$ cat config.mk
export PLATFORM = sky130hd
export DESIGN_NAME = muldiv_unit
export DESIGN_NICKNAME = d
export VERILOG_FILES = /design/src/rtl/muldiv_unit_pkg.sv /design/src/rtl/muldiv_signfix.sv /design/src/rtl/muldiv_unit.sv
export SDC_FILE = /design/constraint.sdc
export NUM_CORES = 1
export LEC_CHECK = 0
export BUFFER_PORTS_ARGS = -buffer_cell sky130_fd_sc_hd__buf_4
export CORE_UTILIZATION = 40
export DETAILED_ROUTE_END_ITERATION = 16
export GPL_TIMING_DRIVEN = 0
export HOLD_SLACK_MARGIN = 0.05
export SLEW_MARGIN = 20
export SYNTH_ARGS = -nofsm -noshare
export SYNTH_HDL_FRONTEND = slang
export SYNTH_SLANG_ARGS = --single-unit
$ cat constraint.sdc
create_clock -name clk -period 6.1 [get_ports clk]
set_input_delay 1.22 -clock clk [delete_from_list [all_inputs] [get_ports clk]]
set_output_delay 1.22 -clock clk [all_outputs]
set_load 0.005 [all_outputs]
$ cat src/rtl/muldiv_unit_pkg.sv
// Shared definitions for the RV32M multi-cycle unit: SELECT codes (common with
// the ALU), FSM state encoding and the default datapath width.
package muldiv_unit_pkg;
   localparam int XLEN_DEF = 32;

   localparam logic [4:0] SEL_MUL    = 5'b01000;
   localparam logic [4:0] SEL_MULH   = 5'b01001;
   localparam logic [4:0] SEL_MULHU  = 5'b01010;
   localparam logic [4:0] SEL_MULHSU = 5'b01011;
   localparam logic [4:0] SEL_DIV    = 5'b01100;
   localparam logic [4:0] SEL_DIVU   = 5'b01101;
   localparam logic [4:0] SEL_REM    = 5'b01110;
   localparam logic [4:0] SEL_REMU   = 5'b01111;

   typedef enum logic [1:0] {
      S_IDLE = 2'd0,
      S_CALC = 2'd1,
      S_FIX  = 2'd2,
      S_FIN  = 2'd3
   } state_t;
endpackage

$ cat src/rtl/muldiv_signfix.sv
// Conditional two's-complement negation: yields operand magnitudes on the way
// in and applies the sign correction to products/quotients on the way out.
module muldiv_signfix #(
   parameter int W = 32
) (
   input  logic [W-1:0] val,
   input  logic         neg,
   output logic [W-1:0] res
);
   assign res = neg ? (~val + W'(1)) : val;
endmodule

$ cat src/rtl/muldiv_unit.sv
// Iterative RV32M unit: shift-add multiply and restoring divide on magnitudes,
// one bit per cycle, with a START/BUSY/DONE handshake and a held RESULT.
module muldiv_unit
   import muldiv_unit_pkg::*;
#(
   parameter int XLEN = XLEN_DEF
) (
   input  logic            clk,
   input  logic            reset,
   input  logic            start,
   input  logic [4:0]      select,
   input  logic [XLEN-1:0] data1,
   input  logic [XLEN-1:0] data2,
   input  logic            flush,
   output logic            busy,
   output logic            done,
   output logic [XLEN-1:0] result
);
   localparam int CW = $clog2(XLEN);

   state_t            state;
   logic [4:0]        op;
   logic              s1, s2;
   logic [CW-1:0]     cnt;
   logic [2*XLEN-1:0] acc;
   logic [XLEN-1:0]   opa;

   // Operand signedness: MUL/MULH/MULHSU treat rs1 as signed, MUL/MULH rs2;
   // DIV/REM treat both as signed.
   logic is_div, sgn1, sgn2;
   assign is_div = select[2];
   assign sgn1   = is_div ? ~select[0] : (select[1:0] != 2'b10);
   assign sgn2   = is_div ? ~select[0] : ~select[1];

   logic [XLEN-1:0] mag1, mag2;
   muldiv_signfix #(.W(XLEN)) u_pre1 (.val(data1), .neg(sgn1 & data1[XLEN-1]), .res(mag1));
   muldiv_signfix #(.W(XLEN)) u_pre2 (.val(data2), .neg(sgn2 & data2[XLEN-1]), .res(mag2));

   logic dz, ovf;
   logic [XLEN-1:0] fres;
   assign dz   = (data2 == '0);
   assign ovf  = ~select[0] && (data1 == {1'b1, {(XLEN-1){1'b0}}}) && (data2 == '1);
   // Overflow DIV returns the dividend itself (most negative value).
   assign fres = dz ? (select[1] ? data1 : '1) : (select[1] ? '0 : data1);

   logic [2*XLEN-1:0] prod;
   logic [XLEN-1:0]   dres;
   muldiv_signfix #(.W(2*XLEN)) u_postm (.val(acc), .neg(s1 ^ s2), .res(prod));
   muldiv_signfix #(.W(XLEN)) u_postd (
      .val(op[1] ? acc[2*XLEN-1:XLEN] : acc[XLEN-1:0]),
      .neg(op[1] ? s1 : (s1 ^ s2)),
      .res(dres)
   );

   // Multiply: acc = {partial, multiplier}; divide: acc = {remainder, dividend/quotient}.
   logic [XLEN:0] msum, dsh, ddif;
   assign msum = {1'b0, acc[2*XLEN-1:XLEN]} + {1'b0, opa};
   assign dsh  = {acc[2*XLEN-1:XLEN], acc[XLEN-1]};
   assign ddif = dsh - {1'b0, opa};

   always_ff @(posedge clk or negedge reset) begin
      if (!reset) begin
         state  <= S_IDLE;
         busy   <= 1'b0;
         done   <= 1'b0;
         result <= '0;
         op     <= '0;
         s1     <= 1'b0;
         s2     <= 1'b0;
         cnt    <= '0;
         acc    <= '0;
         opa    <= '0;
      end else begin
         done <= 1'b0;
         if (state != S_IDLE && flush) begin
            state <= S_IDLE;
            busy  <= 1'b0;
         end else begin
            case (state)
               S_IDLE: if (start && !flush && select[4:3] == 2'b01) begin
                  op   <= select;
                  s1   <= sgn1 & data1[XLEN-1];
                  s2   <= sgn2 & data2[XLEN-1];
                  cnt  <= '0;
                  busy <= 1'b1;
                  if (is_div && (dz || ovf)) begin
                     result <= fres;
                     done   <= 1'b1;
                     state  <= S_FIN;
                  end else begin
                     state <= S_CALC;
                     acc   <= {{XLEN{1'b0}}, is_div ? mag1 : mag2};
                     opa   <= is_div ? mag2 : mag1;
                  end
               end
               S_CALC: begin
                  if (op[2]) begin
                     if (!ddif[XLEN]) acc <= {ddif[XLEN-1:0], acc[XLEN-2:0], 1'b1};
                     else             acc <= {dsh[XLEN-1:0], acc[XLEN-2:0], 1'b0};
                  end else if (acc[0]) begin
                     acc <= {msum, acc[XLEN-1:1]};
                  end else begin
                     acc <= {1'b0, acc[2*XLEN-1:1]};
                  end
                  cnt <= cnt + CW'(1);
                  if (cnt == CW'(XLEN-1)) state <= S_FIX;
               end
               S_FIX: begin
                  if (op[2])              result <= dres;
                  else if (op[1:0] == 2'b00) result <= prod[XLEN-1:0];
                  else                    result <= prod[2*XLEN-1:XLEN];
                  done  <= 1'b1;
                  state <= S_FIN;
               end
               default: begin
                  state <= S_IDLE;
                  busy  <= 1'b0;
               end
            endcase
         end
      end
   end
endmodule

; ---- After elaboration in Yosys (flattened, before gate mapping)
; Cells that the tools add are included.
[totals]
register_bits = 142
inputBits = 73
out_inout_bits = 34
wordCells = 101
[op_classes]
n_addsub = 7
eq_ne = 13
mux = 38
n_bitwise = 11
n_reduce_logical = 22
[ops]
columns = cell, n
row1 = $mux 32, 13
row2 = $mux 64, 6
row3 = $pmux 64 s2, 1
row4 = $add 32x1->32 const B, 3
row5 = $not 32->32, 3
row6 = $add 64x1->64 const B, 1
row7 = $eq 32x32->1 const B, 2
row8 = $not 64->64, 1
row9 = $pmux 32 s2, 1
row10 = $add 32x32->33, 1
row11 = $sub 33x32->33, 1
row12 = $logic_not 32->1, 1
row13 = $reduce_and 4->1, 3
row14 = $pmux 5 s2, 1
row15 = $mux 1, 8
row16 = $mux 2, 4
row17 = $ne 2x2->1 const B, 4
row18 = $logic_and 1x1->1, 6
row19 = $ne 3x3->1 const B, 2
row20 = $pmux 2 s3, 1
row21 = $reduce_and 3->1, 2
row22 = $reduce_bool 2->1, 3
row23 = $add 5x1->5 const B, 1
row24 = $eq 5x5->1 const B, 1
row25 = 13 further kinds, 21

; ---- Longest topological paths before layout
[logic_depth]
depth_word = 9
mapped_depth = 16
depth_no_buf = 12

; ---- Modules after synthesis
; From an unflattened synthesis, not the netlist that was laid out.
[unflattened]
hier_cells = 2071
hier_area_um2 = 16573.4
[by_module_without_submodules]
columns = module, instances, cells_per_inst, area_each_um2, seq_area_each_um2
row1 = muldiv_unit, 1, 1577, 12712.2, 3553.4
row2 = muldiv_signfix (u_postd ...), 3, 99, 777.0, 0.0
row3 = muldiv_signfix (u_postm), 1, 197, 1530.2, 0.0

; ---- Worst setup path before layout
; Ideal clock, no wire load.
[synth_timing]
path_type = reg-to-reg
start = register op[1]
end = register result[28]
setup_time_ns = 0.121
arrival_ns = 3.866
t_required_ns = 5.979
setup_slack_ns = 2.113
stages_incl_launch_ff = 17
n_path_buf = 6
period_less_slack_ns = 3.987
cell_sequence = dfrtp_1 > buf_2 > buf_2 > buf_2 > buf_1 > buf_2 > buf_2 > mux2i_1 > ha_1 > o21ai_0 > nor4_2 > nand3_1 > o41ai_1 > xor2_1 > nand2_1 > o311ai_0 > a22o_1
[synth_via]
elab_chain_cells = 6
elab_cells_between_ends = 9
classes_between = add/sub: 1 / mux: 6 / bitwise: 1 / reduce/logical: 1
[synth_rtl]
columns = item, line
row1 = from (decl), muldiv_unit.sv:22  ; logic [4:0] op;
row2 = from (signal assigned), muldiv_unit.sv:81  ; op <= select;
row3 = $mux 32, muldiv_unit.sv:50  ; .val(op[1] ? acc[2*XLEN-1:XLEN] : acc[XLEN-1:0]),
row4 = $not 32->32, muldiv_signfix.sv:10  ; assign res = neg ? (~val + W'(1)) : val;
row5 = $add 32x1->32, muldiv_signfix.sv:10
row6 = $mux 32, muldiv_signfix.sv:10
row7 = $mux 32 *, muldiv_unit.sv:109  ; if (op[2]) result <= dres;
row8 = $pmux 32 s2 *, muldiv_unit.sv:79  ; case (state)
row9 = to (signal assigned), muldiv_unit.sv:109
row10 = to (signal assigned), muldiv_unit.sv:110  ; else if (op[1:0] == 2'b00) result <= prod[XLEN-1:0];
row11 = to (signal assigned), muldiv_unit.sv:111  ; else result <= prod[2*XLEN-1:XLEN];
row12 = to (decl), muldiv_unit.sv:17  ; output logic [XLEN-1:0] result
; Mark *: on every way between the ends. The rest lies on a longest branch, timed or not.
; A chain may end at the register's enable or synchronous reset.

; ---- Worst setup path after layout
; Ends and elaborated chain as after synthesis.

==> impl_metrics.json <==
{
  "path_cells": "buf_2 -> buf_2 -> buf_2 -> buf_1 -> buf_2 -> buf_2 -> mux2i_1 -> ha_1 -> o21ai_0 -> nor4_4 -> nand3_1 -> o41ai_1 -> xor2_1 -> nand2_1 -> o311ai_0 -> a22o_1",
  "vias": 19400,
  "power.share.switching": 0.575,
  "ys_types": 88,
  "crit_type": "flop to flop",
  "worst_path_largest_cell_delay_ps": 650,
  "hpwl_mm": 66.8,
  "cts_hold_buffers": 0,
  "port_buffers": 103,
  "vdd_drop_max_mv": 0.309,
  "synth_commonest_cells": "a21oi_1 (236), nor2_1 (227), nand2_1 (205)",
  "fillerInstances": 4321,
  "h-tree-depth": 4,
  "rsz0062_at_grt": "no",
  "cts_resized": 0,
  "synth-seq-cells": 142,
  "max_cap_viol_count": 0,
  "final_net_count": 2579,
  "postSynthCellCount": 2305,
  "place_congestion": 1.03,
  "r2r-end": "result[28]",
  "ioPinCount": 107,
  "drt_iter0_markers": 2423,
  "path_delay_family": "buffers and inverters",
  "cp-start-kind": "flop",
  "die_area_um2": 42900,
  "numCtsBuffers": 17,
  "cts_buffer_depth": 2,
  "start_util": 0.409,
  "drc": 0,
  "syn_avg_cell_area_um2": 7.30,
  "grt_max_degree": 95,
  "synth_ff_type": "dfrtp_1",
  "cts-root-buf": "clkbuf_16",
  "internal-power_uw": 5180,
  "crit_top_cell": "buf_2",
  "grt_pass1_vias": 18300,
  "rows": 74,
  "ant_nets": 0,
  "die_h_um": 207,
  "r2r-start": "op[1]",
  "arrival_ps": 6100,
  "crit_fanout": 10,
  "setup_tns_ps": 0,
  "tritoncts": "done",
  "period_share": 0.942,
  "insertion_delay_ps": 470,
  "drive_above_1_share": 0.0909,
  "routedWlPerCell_um": 28.4,
  "cts_sinks": 142,
  "fmax_mhz": 174,
  "netlist.area_leader.share": 0.211,
  "vias_per_cell": 6.51,
  "p_leak_uw": 0.00770,
  "synthArstFlopShare": 1.00,
  "yosys.area.top_type": "dfrtp_1",
  "drv_slew": 0,
  "status": "complete, no violations",
  "fin_util": 0.461,
  "yosysSeqAreaShare": 0.211,
  "syn-num-nets": 2455,
  "ys_warn_count": 0,
  "hold_path.class": "flop to flop",
  "ff2ff_path_depth": 16,
  "maxSlewHeadroom": 0.178,
  "dr.pass1.iters": 6,
  "hold_viol": 0,
  "seqPwrFrac": 0.157,
  "fin_skew_ps": 13.4,
  "finalSetupViolCount": 0,
  "endpoint": "result[28]",
  "overflow": 0,
  "slowest_stage": "nor4_4",
  "crit_buf_inv": 6,
  "combPwrFrac": 0.751,
  "critPathCaptureType": "flop",
  "fin_crit_ps": 5750,
  "yosysMostFrequentCell": "a21oi_1",
  "antenna_found_initial": 1,
  "worstHoldPathCells": 2,
  "required_ps": 6460,
  "syn_to_final_growth_pct": 12.6,
  "clockPowerShare": 0.092,
  "drt-total-wl_mm": 84.3,
  "synth_area_leaders": "dfrtp_1 (21%), a21oi_1 (7.0%), o21ai_0 (6.1%), ha_1 (5.6%), xnor2_1 (5.5%)",
  "die_w_um": 207,
  "fp.coreArea_um2": 41100,
  "grt_pass1_wl_mm": 122,
  "switchingPower_uw": 7010,
  "cp.depth": 16,
  "grt_usage": 0.387,
  "tightest_slew_ps": 1230,
  "synth_edf_count": 0,
  "post_cts_buffers": 0,
  "critPathLaunch": "op[1]",
  "clkTransAtPathRegs_ps": 70,
  "power_density_nw_per_um2": 644,
  "syn_area_um2": 16800,
  "r2r_slack_ps": 350
}
## cell usage in the layout (no fill, tap or decap), types with 39 or more instances in the layout
cell type / netlist / final
a211oi_1: 59 / 59
a21o_1: 39 / 39
a21oi_1: 236 / 236
buf_4: 0 / 103
clkbuf_1: 156 / 156
dfrtp_1: 142 / 142
ha_1: 75 / 75
inv_1: 74 / 74
mux2_2: 43 / 43
mux2i_1: 62 / 62
nand2_1: 205 / 205
nor2_1: 227 / 226
nor3_1: 75 / 74
o21ai_0: 204 / 204
xnor2_1: 105 / 105
xor2_1: 82 / 82
## per-layer routing
metal	up-vias	track usage	wire length, µm
met5	-	0	8
met2	1149	0.577	35400
met4	2	0.194	4560
met1	9347	0.526	36100
met3	216	0.0804	8290
li1	8655	-	-
## layout make-up
type	count	area (µm²)	share of cell area
Antenna cell	1	2.50	0.000132
Clock inverter	14	175	0.00925
Inverter	75	282	0.0149
Buffer	187	727	0.0384
Timing Repair Buffer	105	816	0.0431
Tap cell	532	666	0.0352
Clock buffer	17	425	0.0225
Multi-Input combinational cell	1901	12300	0.649
Sequential cell	142	3550	0.188
## stage by stage
step | area (µm²) | power (µW) | setup slack (ps) | hold slack [ps] | cells
after floorplan | 16800 | 7700 | 2110 | 470 | 2305
after global placement | 18300 | 10600 | 235 | 471 | 2940
after detailed placement | 18300 | 10700 | 291 | 472 | 2942
after CTS | 18900 | 11800 | 280 | 486 | 2973
after global routing | 18900 | 12900 | 154 | 516 | 2973
final | 18900 | 12200 | 355 | 481 | 2974
## power groups by stage
| stage | Combinational (µW) | Clock [µW] | Sequential [µW] |
|---|---|---|---|
| 3_3_place_gp | 8760 | 0 | 1880 |
| 4_1_cts | 8840 | 1120 | 1870 |
| 3_5_place_dp | 8790 | 0 | 1890 |
| 6_report | 9160 | 1120 | 1920 |
| 5_1_grt | 9790 | 1160 | 1940 |
| 2_1_floorplan | 6090 | 0 | 1610 |
## kinds of logic after synthesis
group | count (synthesis) | synth area share
fa+ha+maj | 96 | 0.0695
compound gates | 775 | 0.286
buf+inv | 262 | 0.0600
mux | 105 | 0.0657
flops | 142 | 0.211
simple gates | 738 | 0.210
xor+xnor | 187 | 0.0974
## tightest hold or removal path: cells and delay by family (launching register included)
family	cells	cell delay (ps)
AND/OR/NAND/NOR	1	40
flip-flops	1	340
AO/OA/AOI/OAI	1	60
## how the worst min path moves through the flow
stage,startpoint,slack [ps],endpoint
3_3_place_gp,result[25],470,result[25]
3_5_place_dp,result[1],470,result[1]
6_report,result[1],480,result[1]
4_1_cts,result[1],490,result[1]
2_1_floorplan,result[13],470,result[13]
5_1_grt,result[1],520,result[1]
## flip-flops by register name (all words and copies together) (netlist names), 2 cells and up
signal,cells
op,3
state,2
acc,64
cnt,5
opa,32
result,32
(Power assumes the default switching activity.)
